**src/rtl/ip_codma_ap_req_gen.sv**
```systemverilog
// Address-phase request generator: splits a transfer descriptor into read/write
// burst entries of at most MAX_BURST_WORDS 64-bit words for the address-phase FIFO.
//
// state   | meaning
// IDLE    | waiting for start_i
// RD_REQ  | presenting read entry, pushes when FIFO not full
// RD_WAIT | waiting for rd_done_i
// WR_REQ  | presenting write entry, pushes when FIFO not full
// WR_WAIT | waiting for wr_done_i, then advance addresses
// DONE    | one-cycle completion
module ip_codma_ap_req_gen #(
  parameter int unsigned MAX_BURST_WORDS = 8
) (
  input  logic        clk_i,
  input  logic        reset_n_i,
  input  logic        start_i,
  input  logic [31:0] src_addr_i,
  input  logic [31:0] dst_addr_i,
  input  logic [31:0] len_bytes_i,
  input  logic        stop_i,
  input  logic        bus_error_i,
  input  logic        ap_fifo_full_i,
  output logic        ap_push_o,
  output logic        ap_read_o,
  output logic        ap_write_o,
  output logic [31:0] ap_addr_o,
  output logic [3:0]  ap_size_o,
  input  logic        rd_done_i,
  input  logic        wr_done_i,
  output logic        busy_o,
  output logic        done_o,
  output logic        cfg_error_o,
  output logic        xfer_error_o
);

  typedef enum logic [2:0] {IDLE, RD_REQ, RD_WAIT, WR_REQ, WR_WAIT, DONE} state_t;

  localparam logic [28:0] MAX_W = 29'(MAX_BURST_WORDS);
  localparam logic [3:0]  MAX_N = 4'(MAX_BURST_WORDS);

  state_t      state;
  logic [31:0] src_r;
  logic [31:0] dst_r;
  logic [28:0] words_left_r;
  logic [3:0]  burst_n;
  logic [31:0] step;
  logic [28:0] words_after;
  logic        in_req;
  logic        desc_bad;

  function automatic logic [3:0] clip(input logic [28:0] w);
    return (w < MAX_W) ? w[3:0] : MAX_N;
  endfunction

  assign burst_n     = clip(words_left_r);
  assign step        = {25'd0, burst_n, 3'b000};
  assign words_after = words_left_r - {25'd0, burst_n};
  assign in_req      = (state == RD_REQ) || (state == WR_REQ);
  assign desc_bad    = (len_bytes_i == 32'd0) || (len_bytes_i[2:0] != 3'd0) ||
                       (src_addr_i[2:0] != 3'd0) || (dst_addr_i[2:0] != 3'd0);

  // Push is the only output that must react to the FIFO and aborts in the same cycle.
  assign ap_push_o = in_req && !ap_fifo_full_i && !stop_i && !bus_error_i;

  always_ff @(posedge clk_i or negedge reset_n_i) begin
    if (!reset_n_i) begin
      state        <= IDLE;
      src_r        <= '0;
      dst_r        <= '0;
      words_left_r <= '0;
      ap_read_o    <= 1'b0;
      ap_write_o   <= 1'b0;
      ap_addr_o    <= '0;
      ap_size_o    <= '0;
      busy_o       <= 1'b0;
      done_o       <= 1'b0;
      cfg_error_o  <= 1'b0;
      xfer_error_o <= 1'b0;
    end else begin
      done_o <= 1'b0;
      if (bus_error_i) begin
        state        <= IDLE;
        xfer_error_o <= 1'b1;
        busy_o       <= 1'b0;
        ap_read_o    <= 1'b0;
        ap_write_o   <= 1'b0;
      end else if (stop_i) begin
        state      <= IDLE;
        busy_o     <= 1'b0;
        ap_read_o  <= 1'b0;
        ap_write_o <= 1'b0;
      end else begin
        case (state)
          IDLE: begin
            if (start_i) begin
              cfg_error_o  <= 1'b0;
              xfer_error_o <= 1'b0;
              if (desc_bad) begin
                cfg_error_o <= 1'b1;
                done_o      <= 1'b1;
                state       <= DONE;
              end else begin
                src_r        <= src_addr_i;
                dst_r        <= dst_addr_i;
                words_left_r <= len_bytes_i[31:3];
                ap_addr_o    <= src_addr_i;
                ap_size_o    <= clip(len_bytes_i[31:3]);
                ap_read_o    <= 1'b1;
                busy_o       <= 1'b1;
                state        <= RD_REQ;
              end
            end
          end
          RD_REQ: begin
            if (!ap_fifo_full_i) begin
              ap_read_o <= 1'b0;
              state     <= RD_WAIT;
            end
          end
          RD_WAIT: begin
            if (rd_done_i) begin
              ap_write_o <= 1'b1;
              ap_addr_o  <= dst_r;
              ap_size_o  <= burst_n;
              state      <= WR_REQ;
            end
          end
          WR_REQ: begin
            if (!ap_fifo_full_i) begin
              ap_write_o <= 1'b0;
              state      <= WR_WAIT;
            end
          end
          WR_WAIT: begin
            if (wr_done_i) begin
              src_r        <= src_r + step;
              dst_r        <= dst_r + step;
              words_left_r <= words_after;
              if (words_after == 29'd0) begin
                busy_o <= 1'b0;
                done_o <= 1'b1;
                state  <= DONE;
              end else begin
                ap_read_o <= 1'b1;
                ap_addr_o <= src_r + step;
                ap_size_o <= clip(words_after);
                state     <= RD_REQ;
              end
            end
          end
          DONE:    state <= IDLE;
          default: state <= IDLE;
        endcase
      end
    end
  end

endmodule

```
**config.mk**
```make
export PLATFORM = sky130hd
export DESIGN_NAME = ip_codma_ap_req_gen
export DESIGN_NICKNAME = d
export VERILOG_FILES = /design/src/rtl/ip_codma_ap_req_gen.sv
export SDC_FILE = /design/constraint.sdc
export NUM_CORES = 1
export LEC_CHECK = 0
export CORE_AREA = 5 5 191 193
export DETAILED_ROUTE_END_ITERATION = 6
export DIE_AREA = 0 0 196 198
export PLACE_DENSITY_LB_ADDON = 0.1
export SETUP_SLACK_MARGIN = 0.3
export SKIP_CTS_REPAIR_TIMING = 1
export SYNTH_ARGS = -nofsm -noshare
export SYNTH_HDL_FRONTEND = slang
export SYNTH_SLANG_ARGS = --single-unit
```
**constraint.sdc**
```tcl
create_clock -name clk_i -period 5.9 [get_ports clk_i]
set_input_delay 0.59 -clock clk_i [delete_from_list [all_inputs] [get_ports clk_i]]
set_output_delay 0.59 -clock clk_i [all_outputs]
set_load 0.005 [all_outputs]
```
### After elaboration in Yosys (flattened, before gate mapping)

Index checks and enable logic that the tools add are counted.

| operators by class | value |
|---|---|
| add/subtract/negate cells | 3 |
| $lt $le $gt $ge | 3 |
| equal/unequal tests | 18 |
| bitwise operators | 2 |
| reduce and logical (&&, ||, !) cells | 31 |
| muxes and demuxes | 63 |

Operator list:

| operator | count |
|---|---|
| $mux W32 | 9 |
| $pmux W32 S2 | 2 |
| $pmux W32 S3 | 1 |
| $lt A29 B4 Y1 const B | 3 |
| $mux W29 | 3 |
| $add A32 B7 Y32 | 2 |
| $pmux W29 S2 | 1 |
| $logic_not A32 Y1 | 1 |
| $mux W4 | 8 |
| $ne A4 B4 Y1 const B | 8 |
| $logic_not A29 Y1 | 1 |
| $sub A29 B4 Y29 | 1 |
| $mux W3 | 9 |
| $mux W1 | 24 |
| $pmux W3 S5 | 1 |
| $pmux W4 S3 | 1 |
| $reduce_and A6 Y1 | 2 |
| $reduce_bool A3 Y1 | 4 |
| $ne A2 B2 Y1 const B | 5 |
| $reduce_and A5 Y1 | 2 |
| $reduce_and A8 Y1 | 1 |
| $reduce_bool A4 Y1 | 2 |
| $eq A3 B2 Y1 const B | 2 |
| $pmux W1 S2 | 3 |
| 13 further kinds | 24 |

| word-level totals | value |
|---|---|
| input port bits | 104 |
| register bits | 138 |
| output and inout port bits | 43 |
| logic and storage cells | 132 |

### Logic depth before layout (Yosys ltp)

Gate-level depths: netlist (run 1).

| depth | value |
|---|---|
| word-level depth | 9 |
| gate-level depth with buffers | 16 |
| depth with buffers taken out | 14 |

### Worst setup path before layout (run 1)

OpenSTA, ideal clock, no wires.

| timing | value |
|---|---|
| kind | register to register |
| start point | register words_left_r[12] |
| end point | register ap_addr_o[0] |
| library setup time | 128 ps |
| period minus slack after synthesis | 4437 ps |
| path slack | 1463 ps |
| arrival | 4309 ps |
| buffers on the path | 2 |
| cell stages (with the launch flop) | 17 |
| cell sequence | dfrtp_1 -> clkbuf_1 -> nor4_2 -> nand3_1 -> nor2_1 -> inv_1 -> nand2_1 -> ha_1 -> o31ai_1 -> or4b_4 -> a2111oi_2 -> o21ai_1 -> or3_1 -> or4_4 -> o21ai_4 -> buf_4 -> mux2_1 |

| between the ends | value |
|---|---|
| word-level cells in the longest chain between the ends | 6 |

Ends and longest elaborated chain:

| element | line | RTL |
|---|---|---|
| start, declared | 44 | `logic [28:0] words_left_r;` |
| start signal, assigned | 105 | `words_left_r <= len_bytes_i[31:3];` |
| start signal, assigned | 138 | `words_left_r <= words_after;` |
| $lt A29 B4 Y1 | 52 | `return (w < MAX_W) ? w[3:0] : MAX_N;` |
| $mux W4 | 52 |  |
| $sub A29 B4 Y29 * | 57 | `assign words_after = words_left_r - {25'd0, burst_n};` |
| $logic_not A29 Y1 * | 139 | `if (words_after == 29'd0) begin` |
| $ne A2 B2 Y1 (no line) * | - |  |
| $reduce_and A8 Y1 (no line) * | - |  |
| end signal, assigned | 106 | `ap_addr_o <= src_addr_i;` |
| end signal, assigned | 123 | `ap_addr_o <= dst_r;` |
| end signal, assigned | 145 | `ap_addr_o <= src_r + step;` |
| end, declared | 26 | `output logic [31:0] ap_addr_o,` |

Every way passes the cells marked *; elsewhere a longest branch is shown, timed or not.
A chain may end at the register's enable or synchronous reset.

### Worst setup path in the final report (run 1)

| timing | value |
|---|---|
| start point | register words_left_r[20] |
| end point | register ap_addr_o[16] |

| between the ends | value |
|---|---|
| word-level cells in the longest chain between the ends | 6 |
| elaborated cells on any way between the ends | 10 |
| classes of those cells | add/sub: 2; order compare: 1; eq/ne: 1; mux: 4; reduce/logical: 2 |

Ends and longest elaborated chain:

| element | line |
|---|---|
| $lt A29 B4 Y1 | 52 |
| $mux W4 | 52 |
| $sub A29 B4 Y29 or $add A32 B7 Y32 (tied branches) | 57, 145 |
| $logic_not A29 Y1 or $mux W32 (tied branches) | 139 |
| $ne A2 B2 Y1 (no line) or $mux W32 (tied branches) | - |
| $reduce_and A8 Y1 (no line) or $pmux W32 S3 (tied branches) | - |

Parallel ways exist; a longest one is shown, timed or not. The select of a mux whose other input is x is not followed.

==> results of run 1 <==
[registers in the layout, summed over array words and instances, names as in the netlist]
| signal | count |
|---|---|
| state | 3 |
| ap_write_o | 1 |
| ap_read_o | 1 |
| cfg_error_o | 1 |
| busy_o | 1 |
| ap_addr_o | 32 |
| dst_r | 32 |
| done_o | 1 |
| words_left_r | 29 |
| src_r | 32 |
| xfer_error_o | 1 |
| ap_size_o | 4 |
[power groups by stage]
stage | clock network [mW] | registers [mW] | logic, mW
2_1_floorplan | 0 | 1.50 | 0.635
3_3_place_gp | 0 | 1.62 | 1.08
5_1_grt | 1.18 | 1.67 | 1.22
6_report | 1.10 | 1.60 | 1.08
3_5_place_dp | 0 | 1.62 | 1.08
4_1_cts | 1.14 | 1.60 | 1.09
[worst register-to-register path: stages (launching register included)]
cell       delay, ns
dfrtp_1         0.54
nor4_1          0.14
nand3_1         0.20
nor2_1          0.09
inv_1           0.22
nand2_1         0.09
ha_1            0.27
o31ai_1         0.28
or4b_4          0.52
a2111oi_2       0.37
o21ai_1         0.10
or3_1           0.37
or4_4           0.62
o21ai_4         0.17
buf_4           0.49
mux2_1          0.42
[worst max path at each step]
stage | end | depth (start not counted) | start
3_3_place_gp | ap_addr_o[18] | 15 | words_left_r[20]
2_1_floorplan | ap_addr_o[0] | 16 | words_left_r[12]
5_1_grt | ap_addr_o[17] | 16 | words_left_r[26]
6_report | ap_addr_o[16] | 15 | words_left_r[20]
3_5_place_dp | ap_addr_o[17] | 15 | words_left_r[3]
4_1_cts | ap_addr_o[23] | 15 | words_left_r[3]
[synthesized netlist by cell type, drive strengths merged (2+ instances only)]
library cell and instances:
nor2b 11, o31ai 10, o21ai 101, or4 10, nor3b 2, and4 2, xor2 13, nand2 96
or2 7, a311oi 2, a211oi 5, xnor2 21, a22oi 33, a2bb2oi 8, mux2 35, or3 10
nand2b 8, nor4b 2, a31oi 11, and3 13, nor2 100, ha 9, o211ai 4, nand4 14
a21o 8, o22ai 20, o22a 5, and2 4, fa 2, o2bb2ai 6, a32oi 4, buf 11
clkbuf 53, dfrtp 138, inv 14, a21oi 101, nor4 29, o21a 6, nor3 28, a221o 10
nand3 29, a21boi 2
[final cells by class]
cell class / instances / share of cell area
clock buffer: 18 / 0.0397
tap: 455 / 0.0515
inverter: 14 / 0.00475
sequential: 138 / 0.312
timing repair buffer: 161 / 0.142
multi-input combinational: 794 / 0.436
clock inverter: 14 / 0.0132
[per-stage QoR]
stage | hold WS [ns] | setup slack, ns | cell area (um2)
2_1_floorplan | 0.294 | 1.46 | 8550
3_5_place_dp | 0.481 | 0.903 | 10500
5_1_grt | 0.287 | 0.611 | 11100
4_1_cts | 0.259 | 0.890 | 11100
6_report | 0.227 | 0.896 | 11100
3_3_place_gp | 0.472 | 0.981 | 10500
[layer usage]
metal | track usage | share of wire | vias to the layer above
met4 | 0.0460 | 0.018 | 0
met3 | 0.0269 | 0.040 | 32
li1 | - | - | 3980
met1 | 0.230 | 0.49 | 3960
met5 | 0 | 0 | -
met2 | 0.253 | 0.45 | 206
[kinds of logic (layout without fill, tap and decap cells)]
family	count (synthesis)	count (layout)	synth area share
compound gates	345	345	0.250
other cells	1	1	0.000438
flops	138	138	0.404
mux	36	36	0.0472
xor+xnor	34	34	0.0348
buf+inv	78	207	0.0373
simple gates	367	367	0.209
fa+ha+maj	11	11	0.0178
==> qor_table.md, run 1 <==
| Step | Item | Value |
| --- | --- | --- |
| placement | Buffers added on ports | 146 |
| hold path | Worst min path class | primary input to async pin |
| cts | CTS Root Cell | clkbuf_16 |
| pwr | Switching Power | 1.35 mW |
| yosys | Yosys cell types | 63 |
| sta | Peak clock frequency supported by timing | 0.200 GHz |
| pwr | Fraction of power consumed by the clock network | 0.292 |
| global routing | Gr ovfl total | 0 |
| global routing | Initial antenna violation count | 0 |
| placement | Number of instances in the placed design | 1,562 |
| yosys | Post-synthesis average cell area | 8.47 um2 |
| yosys | FFs w/ async S/R, synth | 1.00 |
| global routing | Vias in the first global route | 8,261 |
| sta | Clock period minus worst slack | 5.00 ns |
| floorplanning | Effective utilization at floorplan | 0.249 |
| worst setup path | CP required | 6.21 ns |
| route | Length of the first detailed-routing pass in iterations | 7 |
| layout | Number of nets in the layout | 1,241 |
| route | Number of violations reported at the end of detailed-routing iteration 0 | 589 |
| pwr | Worst vdd rail ir drop | 214 uV |
| worst setup path | Maximum fanout along the worst path | 36 |
| cts | Clock buffers created by TritonCTS | 17 |
| global routing | GRT Util Overall | 0.161 |
| layout | Multi-input gate area | 4820 um2 |
| layout | Antenna diodes | 0 |
| worst setup path | Series of cell instances along the critical path | nor4_1, nand3_1, nor2_1, inv_1, nand2_1, ha_1, o31ai_1, or4b_4, a2111oi_2, o21ai_1, or3_1, or4_4, o21ai_4, buf_4, mux2_1 |
| worst setup path | Type of the worst setup path | register to register |
| yosys | Count of mapped cells out of synthesis | 1,010 |
| route | Final wirelength | 31.1 mm |
| route | Routed wire per std cell | 19.5 um |
| sta | Setup repair after global routing missed its margin | false |
| worst setup path | Critical path buffers and inverters | 2 |
| yosys | Biggest area consumer among synthesized cells | dfrtp_1 |
| cts | Later-pin clock latency in the skew report | 0.43 ns |
| worst setup path | Cells on worst reg2reg path | 15 |
| pwr | Power density normalized to cell area | 343 nW/um2 |
| layout | Commonest cells after routing, fill and taps aside | clkdlybuf4s50_1, dfrtp_1, a21oi_1, o21ai_0, nor2_1 |
| layout | Fill cell instance count of the final layout | 3,663 |
| floorplanning | Number of primary I/O pins | 147 |
| cts | Clock Sinks | 138 |
| placement | Detailed placement HPWL | 21.6 mm |
| yosys | Yosys synthesis warning count | 0 |
| sta | Final count of hold timing violations | 0 |
| pwr | Leakage dissipation | 4.26 nW |
| floorplanning | Chip width | 196 um |
| route | Number of antenna-violating nets in the routed design | 0 |
| job | MaxCap Viol Count | 0 |
| sta | Final clock skew | 0.0105 ns |
| layout | Non-filler instance count after layout | 1,594 |
| route | Via count | 8,178 |
| yosys | Top cells by area, synth | dfrtp_1, a21oi_1, o21ai_0 |
| cts | Maximum number of buffers from clock root to sink | 2 |
| cts | Clock-pin slew on the worst setup and hold paths | 0.06 ns |
| route | Ratio of routed vias to standard cells | 5.13 |
| worst setup path | Data arrival time of the worst path | 5.32 ns |
| worst setup path | Largest stage delay on the critical path | 0.62 ns |
| yosys | Synthesized cell area | 8550 um2 |
| layout | Core utilization of the finished layout | 0.322 |
| route | DRC violations left | 0 |
| cts | Htree depth | 4 |
| status | Result of the run | complete, no violations |
| cts | TritonCTS clock tree | done |
| floorplanning | DIE AREA | 38,800 um2 |
| worst setup path | CP Capture Type | register |
| layout | Area taken by flip-flops and latches | 3450 um2 |
| worst setup path | Crit path launch type | register |
| layout | Proportion of layout cells with a drive suffix above 1 | 0.0588 |
| placement | Weighted congestion at the end of routability-driven global placement | 0.840 |
| sta | Sum of negative setup slack | 0 ns |
| layout | Area growth from synthesis to final layout | 29.3% |
| worst setup path | Largest delay contributor family on the critical path | simple AND/OR/NAND/NOR gates |
| floorplanning | Die Y-Extent | 198 um |
| global routing | Largest net degree at the start of global routing | 99 |
| floorplanning | Core Region | 34,400 um2 |
| yosys | Top_reg_cell synth | dfrtp_1 |
| yosys | Number of enable flip-flop cells after synthesis | 0 |
| pwr | Comb pwr share | 0.285 |
| worst setup path | R2R Path Start | words_left_r[20] |
| sta | Final count of negative-setup-slack endpoints | 0 |
| worst setup path | Setup slack of the worst register-to-register path | 0.90 ns |
| worst setup path | R2r endpoint | ap_addr_o[16] |
| pwr | Overall power | 3.79 mW |
| yosys | Proportion of synthesized chip area in sequential cells | 0.404 |
| sta | Tcrit/Tclk final | 0.848 |
| layout | Most common cell after layout, fill and taps aside | clkdlybuf4s50_1 |
| yosys | Post-Syn Nets | 1,125 |
| yosys | Fraction of synthesized cell area taken by the top area cell type | 0.404 |
| yosys | FF+latch count, synth | 138 |
| pwr | Switching share of power | 0.357 |
| sta | Slew HR | 0.303 |
| global routing | Global-route wire length before repair | 49.3 mm |
| worst setup path | Library cell contributing the largest single delay on the critical path | or4_4 |
| sta | Slew at the pin closest to its max-slew limit | 1.05 ns |
| pwr | Internal power contribution | 2.44 mW |
| pwr | Portion of total power attributed to sequential cells | 0.424 |
| floorplanning | Num rows | 68 |
| sta | Max-slew violation count | 0 |
(Power assumes the default switching activity.)
==> run 2: changes to the inputs <==
clock period = 4.1 ns   (was 5.9 ns; I/O delays follow)
==> run 2 against run 1 <==
Effect of this change:
- largest cell class unchanged
- cell area rose by 9.4%
- clock power rose by 45%
- flip-flop and latch count did not move
- critical endpoint is now ap_addr_o[17]
- setup slack got worse by 0.65 ns
==> qor_table.md, run 2 (synthesized netlist as in run 1, its figures left out) <==
| Step | Item | Value | Delta |
| --- | --- | --- | --- |
| placement | Detailed placement HPWL | 23.6 mm | was 21.6 mm |
| sta | Slew HR | 0.208 | was 0.303 |
| layout | Area growth from synthesis to final layout | 41.5% | was 29.3% |
| sta | Final count of negative-setup-slack endpoints | 0 | unchanged |
| sta | Clock period minus worst slack | 3.85 ns | was 5.00 ns |
| sta | Tcrit/Tclk final | 0.940 | was 0.848 |
| route | Number of violations reported at the end of detailed-routing iteration 0 | 512 | was 589 |
| pwr | Power density normalized to cell area | 490 nW/um2 | was 343 nW/um2 |
| placement | Worst setup timing slack at the placement stage | -0.0218 ns | was 0.903 ns |
| sta | Final clock skew | 0.0149 ns | was 0.0105 ns |
| route | Routed wire per std cell | 20.1 um | was 19.5 um |
| global routing | Met3 track utilization from global routing | 0.0342 | was 0.0269 |
| placement | Buffers added on ports | 146 | unchanged |
| pwr | Worst vdd rail ir drop | 319 uV | was 214 uV |
| global routing | GRT Util Overall | 0.166 | was 0.161 |
| sta | Max-slew violation count | 0 | unchanged |
| sta | Sum of negative setup slack | 0 ns | unchanged |
| worst setup path | Setup slack of the worst register-to-register path | 0.25 ns | was 0.90 ns |
| worst setup path | Type of the worst setup path | register to register | unchanged |
| worst setup path | Maximum fanout along the worst path | 8 | was 36 |
| floorplanning | Die Y-Extent | 198 um | unchanged |
| layout | Core utilization of the finished layout | 0.352 | was 0.322 |
| global routing | Met2 routing resource usage after global routing | 0.257 | was 0.253 |
| global routing | Global-route wire length before repair | 50.3 mm | was 49.3 mm |
| route | Number of antenna-violating nets in the routed design | 0 | unchanged |
| cts | Clock buffers created by TritonCTS | 17 | unchanged |
| sta | Setup repair after global routing missed its margin | true | was false |
| route | Final wirelength | 33.5 mm | was 31.1 mm |
| global routing | Initial antenna violation count | 0 | unchanged |
| layout | Biggest registers after layout | ap_addr_o: 32 flops, dst_r: 32 flops, src_r: 32 flops | unchanged |
| sta | Fin Hold WS | 0.0216 ns | was 0.227 ns |
| placement | Number of instances in the placed design | 1,623 | was 1,562 |
| worst setup path | Data arrival time of the worst path | 4.18 ns | was 5.32 ns |
| floorplanning | Num rows | 68 | unchanged |
| sta | Peak clock frequency supported by timing | 0.260 GHz | was 0.200 GHz |
| route | Length of the first detailed-routing pass in iterations | 5 | was 7 |
| layout | Fill cell instance count of the final layout | 3,610 | was 3,663 |
| layout | Number of nets in the layout | 1,315 | was 1,241 |
| floorplanning | DIE AREA | 38,800 um2 | unchanged |
| placement | Weighted congestion at the end of routability-driven global placement | 0.844 | was 0.840 |
| sta | Post-route setup slack | 0.248 ns | was 0.896 ns |
| sta | Final count of hold timing violations | 0 | unchanged |
| cts | Htree depth | 4 | unchanged |
| route | Ratio of routed vias to standard cells | 5.09 | was 5.13 |
| worst setup path | CP Capture Type | register | unchanged |
| pwr | Leakage dissipation | 4.82 nW | was 4.26 nW |
| worst setup path | Crit path launch type | register | unchanged |
| floorplanning | Chip width | 196 um | unchanged |
| route | Via count | 8,495 | was 8,178 |
| hold path | Worst min path class | primary input to async pin | unchanged |
| layout | Proportion of layout cells with a drive suffix above 1 | 0.176 | was 0.0588 |
| layout | Most common cell after layout, fill and taps aside | clkdlybuf4s50_1 | unchanged |
| status | Result of the run | complete, no violations | unchanged |
| cts | TritonCTS clock tree | done | unchanged |
| cts | Maximum number of buffers from clock root to sink | 2 | unchanged |
| floorplanning | Number of primary I/O pins | 147 | unchanged |
| layout | Antenna diodes | 0 | unchanged |
| job | MaxCap Viol Count | 0 | unchanged |
| cts | CTS Root Cell | clkbuf_16 | unchanged |
| global routing | Most utilized layer in the global route result | met2 | unchanged |
| sta | Slew at the pin closest to its max-slew limit | 1.18 ns | was 1.05 ns |
| floorplanning | Effective utilization at floorplan | 0.249 | unchanged |
| global routing | Vias in the first global route | 8,455 | was 8,261 |
| layout | Commonest cells after routing, fill and taps aside | clkdlybuf4s50_1, dfrtp_1, a21oi_1, nand2_1 | was clkdlybuf4s50_1, dfrtp_1, a21oi_1, o21ai_0, nor2_1 |
| global routing | Gr ovfl total | 0 | unchanged |
| layout | Non-filler instance count after layout | 1,668 | was 1,594 |
| global routing | Largest net degree at the start of global routing | 85 | was 99 |
| cts | Clock Sinks | 138 | unchanged |
| cts | Later-pin clock latency in the skew report | 0.44 ns | was 0.43 ns |
| cts | Clock-pin slew on the worst setup and hold paths | 0.06 ns | about the same |
| worst setup path | CP required | 4.43 ns | was 6.21 ns |
| floorplanning | Core Region | 34,400 um2 | unchanged |
| route | DRC violations left | 0 | unchanged |
| global routing | Met1 layer usage reported by global route | 0.238 | was 0.230 |
## run 2: cell types whose count changed in the layout (fill, tap and decap cells not counted), moves of 4 or more
cell | previous run | this run
a21oi_2 | 0 | 5
a21oi_1 | 101 | 96
nor4_1 | 28 | 21
nor2_1 | 96 | 92
mux2_1 | 35 | 4
mux2_4 | 0 | 31
buf_4 | 15 | 79
clkinvlp_4 | 3 | 7
buf_12 | 0 | 5
o21ai_0 | 97 | 92
nor4_4 | 0 | 5
## run 2: metrics by stage
stage | cell area, um2 | power, mW
detailed placement | 11000 | 4.11
global placement | 11000 | 4.11
global route | 12100 | 6.30
finish | 12100 | 5.93
floorplan | 8610 | 3.10
CTS | 11600 | 5.74
## run 2: critical path, cell delays in order (launching register included)
cell       delay, ns
dfrtp_1         0.41
or4_4           0.59
or3_1           0.37
or3_1           0.34
o41ai_1         0.45
nand3_1         0.14
or4_4           0.59
o21ai_4         0.18
buf_12          0.17
clkbuf_16       0.19
mux2_4          0.30
## run 2: final timing paths
| path | start | end | depth (start not counted) |
|---|---|---|---|
| max | words_left_r[22] | ap_addr_o[17] | 10 |
| min | reset_n_i | words_left_r[24] | 1 |
| min reg2reg | ap_addr_o[0] | ap_addr_o[0] | 1 |
| max reg2reg | words_left_r[22] | ap_addr_o[17] | 10 |
| min in group clk_i | ap_addr_o[0] | ap_addr_o[0] | 1 |
| max in group asynchronous | reset_n_i | dst_r[9] | 2 |
## run 2: area by class of cell
| cell class | count | area, um2 | share of cell area |
|---|---|---|---|
| clock buffer | 18 | 439 | 0.0363 |
| tap | 455 | 569 | 0.0470 |
| sequential | 138 | 3460 | 0.286 |
| inverter | 14 | 52.6 | 0.00434 |
| timing repair buffer | 235 | 2250 | 0.186 |
| clock inverter | 14 | 149 | 0.0123 |
| multi-input combinational | 794 | 5180 | 0.428 |
## run 2: routing by layer
metal | vias to the layer above | part of all wire
li1 | 4126 | -
met1 | 4168 | 0.49
met2 | 180 | 0.45
met3 | 21 | 0.040
met4 | 0 | 0.012
met5 | - | 0
## run 2: power by group
| group | total [mW] | leakage (nW) | internal, mW | switching, mW |
|---|---|---|---|---|
| Combinational | 2.05 | 2.88 | 1.10 | 0.951 |
| Sequential | 2.28 | 1.67 | 1.79 | 0.488 |
| Clock | 1.59 | 0.267 | 0.912 | 0.683 |
| Total | 5.93 | 4.82 | 3.80 | 2.12 |
==> run 3: changes to the inputs <==
REMOVE_ABC_BUFFERS = 1   (was default)
==> run 3 against run 2 <==
Effect of this change:
- combinational power about the same
- sequential share of layout area down 0.75 points
- fmax shrank 3.6%
- critical path depth is 1 higher
- total power is 2.5% higher
- first-iteration DRC count increased by 1.6%
- critical endpoint is now ap_addr_o[1]
==> qor_table.md, run 3 (synthesized netlist as in run 1, its figures left out) <==
| Step | Item | Value | Delta |
| --- | --- | --- | --- |
| route | Ratio of routed vias to standard cells | 5.10 | was 5.09 |
| route | Number of violations reported at the end of detailed-routing iteration 0 | 520 | was 512 |
| floorplanning | DIE AREA | 38,800 um2 | unchanged |
| worst setup path | CP Capture Type | register | unchanged |
| sta | Peak clock frequency supported by timing | 0.250 GHz | was 0.260 GHz |
| global routing | Global-route wire length before repair | 50.9 mm | was 50.3 mm |
| route | Via count | 8,601 | was 8,495 |
| worst setup path | Type of the worst setup path | register to register | unchanged |
| cts | TritonCTS clock tree | done | unchanged |
| worst setup path | Data arrival time of the worst path | 4.30 ns | was 4.18 ns |
| layout | Area growth from synthesis to final layout | 45.1% | was 41.5% |
| job | MaxCap Viol Count | 0 | unchanged |
| floorplanning | Chip width | 196 um | unchanged |
| placement | Weighted congestion at the end of routability-driven global placement | 0.883 | was 0.844 |
| cts | Later-pin clock latency in the skew report | 0.42 ns | was 0.44 ns |
| pwr | Leakage dissipation | 4.95 nW | was 4.82 nW |
| sta | Tcrit/Tclk final | 0.974 | was 0.940 |
| layout | Area taken by flip-flops and latches | 3450 um2 | was 3460 um2 |
| cts | Clock Sinks | 138 | unchanged |
| status | Result of the run | complete, no violations | unchanged |
| layout | Antenna diodes | 0 | unchanged |
| route | Length of the first detailed-routing pass in iterations | 5 | unchanged |
| layout | Biggest registers after layout | ap_addr_o: 32 flops, dst_r: 32 flops, src_r: 32 flops | unchanged |
| placement | Buffers added on ports | 146 | unchanged |
| global routing | Vias in the first global route | 8,810 | was 8,455 |
| cts | Maximum number of buffers from clock root to sink | 2 | unchanged |
| layout | Fill cell instance count of the final layout | 3,549 | was 3,610 |
| route | DRC violations left | 0 | unchanged |
| floorplanning | Die Y-Extent | 198 um | unchanged |
| route | Final wirelength | 34.0 mm | was 33.5 mm |
| layout | Proportion of layout cells with a drive suffix above 1 | 0.186 | was 0.176 |
| sta | Slew HR | 0.408 | was 0.208 |
| sta | Final count of negative-setup-slack endpoints | 0 | unchanged |
| floorplanning | Num rows | 68 | unchanged |
| global routing | Initial antenna violation count | 1 | was 0 |
| placement | Detailed placement HPWL | 23.4 mm | was 23.6 mm |
| layout | Non-filler instance count after layout | 1,686 | was 1,668 |
| sta | Slew at the pin closest to its max-slew limit | 0.886 ns | was 1.18 ns |
| floorplanning | Number of primary I/O pins | 147 | unchanged |
| sta | Max-slew violation count | 0 | unchanged |
| layout | Multi-input gate area | 5230 um2 | was 5180 um2 |
| sta | Setup repair after global routing missed its margin | true | unchanged |
| global routing | GRT Util Overall | 0.166 | about the same |
| cts | Clock-pin slew on the worst setup and hold paths | 0.07 ns | was 0.06 ns |
| route | Number of antenna-violating nets in the routed design | 0 | unchanged |
| cts | Htree depth | 4 | unchanged |
| worst setup path | Maximum fanout along the worst path | 8 | unchanged |
| cts | CTS Root Cell | clkbuf_16 | unchanged |
| sta | Clock period minus worst slack | 3.99 ns | was 3.85 ns |
| hold path | Worst min path class | primary input to async pin | unchanged |
| worst setup path | CP required | 4.40 ns | was 4.43 ns |
| pwr | Worst vdd rail ir drop | 268 uV | was 319 uV |
| layout | Most common cell after layout, fill and taps aside | clkdlybuf4s50_1 | unchanged |
| layout | Commonest cells after routing, fill and taps aside | clkdlybuf4s50_1, dfrtp_1, a21oi_1, nand2_1, buf_4 | was clkdlybuf4s50_1, dfrtp_1, a21oi_1, nand2_1 |
| placement | Number of instances in the placed design | 1,635 | was 1,623 |
| floorplanning | Core Region | 34,400 um2 | unchanged |
| cts | Clock buffers created by TritonCTS | 17 | unchanged |
| placement | Cell area after placement | 11,100 um2 | was 11,000 um2 |
| layout | Area of all placed cells without fillers | 12,400 um2 | was 12,100 um2 |
| global routing | Gr ovfl total | 0 | unchanged |
| global routing | Largest net degree at the start of global routing | 74 | was 85 |
| sta | Final count of hold timing violations | 0 | unchanged |
| floorplanning | Effective utilization at floorplan | 0.249 | unchanged |
| route | Routed wire per std cell | 20.2 um | was 20.1 um |
| sta | Final clock skew | 0.0143 ns | was 0.0149 ns |
| pwr | Power density normalized to cell area | 489 nW/um2 | was 490 nW/um2 |
| layout | Number of nets in the layout | 1,335 | was 1,315 |
| worst setup path | Crit path launch type | register | unchanged |
run 3: changes by cell type in the layout (fill, tap and decap cells not counted), sizes merged:
cell,before,now
buf,87,106
bufinv,2,5
clkinvlp,7,1
inv,15,17
run 3: power by group:
group          total [mW]  internal (mW)  leakage (nW)  switching, mW
Clock                1.74           1.08         0.310          0.661
Sequential           2.25           1.79          1.68          0.461
Combinational        2.08           1.10          2.96          0.978
Total                6.07           3.97          4.95           2.10
run 3: final cells by class:
cell class	count	share of cell area
Multi-Input combinational cell	794	0.421
Timing Repair Buffer	255	0.199
Clock inverter	13	0.0173
Clock buffer	17	0.0343
Sequential cell	138	0.278
Inverter	14	0.00423
Tap cell	455	0.0459
run 3: metrics by stage:
step | utilization | setup WS (ns) | hold slack, ns | total power [mW] | setup TNS, ns
3_3_place_gp | 0.322 | -0.111 | 0.476 | 4.12 | -0.327
4_1_cts | 0.341 | -0.0943 | 0.0606 | 5.88 | -0.815
5_1_grt | 0.361 | -0.0177 | 0.0920 | 6.44 | -0.0307
2_1_floorplan | - | -2.56 | 0.114 | 3.06 | -128.83
6_report | 0.361 | 0.106 | 0.0186 | 6.07 | 0
3_5_place_dp | 0.322 | -0.0524 | 0.480 | 4.11 | -0.234
run 3: final timing paths:
path,start,end,slack [ns],cells after the start
max,words_left_r[22],ap_addr_o[1],0.11,11
min,reset_n_i,words_left_r[18],0.02,1
max reg2reg,words_left_r[22],ap_addr_o[1],0.11,11
min reg2reg,src_r[6],src_r[6],0.49,2
max in group asynchronous,reset_n_i,words_left_r[4],3.20,2
min in group clk_i,src_r[6],src_r[6],0.49,2
run 3: metal layers:
| layer | vias up | track usage | share of wire |
|---|---|---|---|
| li1 | 4181 | - | - |
| met1 | 4174 | 0.223 | 0.46 |
| met2 | 215 | 0.278 | 0.48 |
| met3 | 29 | 0.0299 | 0.042 |
| met4 | 2 | 0.0385 | 0.014 |
| met5 | - | 0 | 0.00021 |
run 3: worst max-delay path, stage by stage (launching register included):
cell	delay (ns)
dfrtp_1	0.41
buf_4	0.16
or4_4	0.57
or3_1	0.37
or3_1	0.34
o41ai_1	0.35
nand3_1	0.19
or4_4	0.61
o21ai_4	0.17
buf_12	0.18
clkbuf_16	0.20
mux2_4	0.30
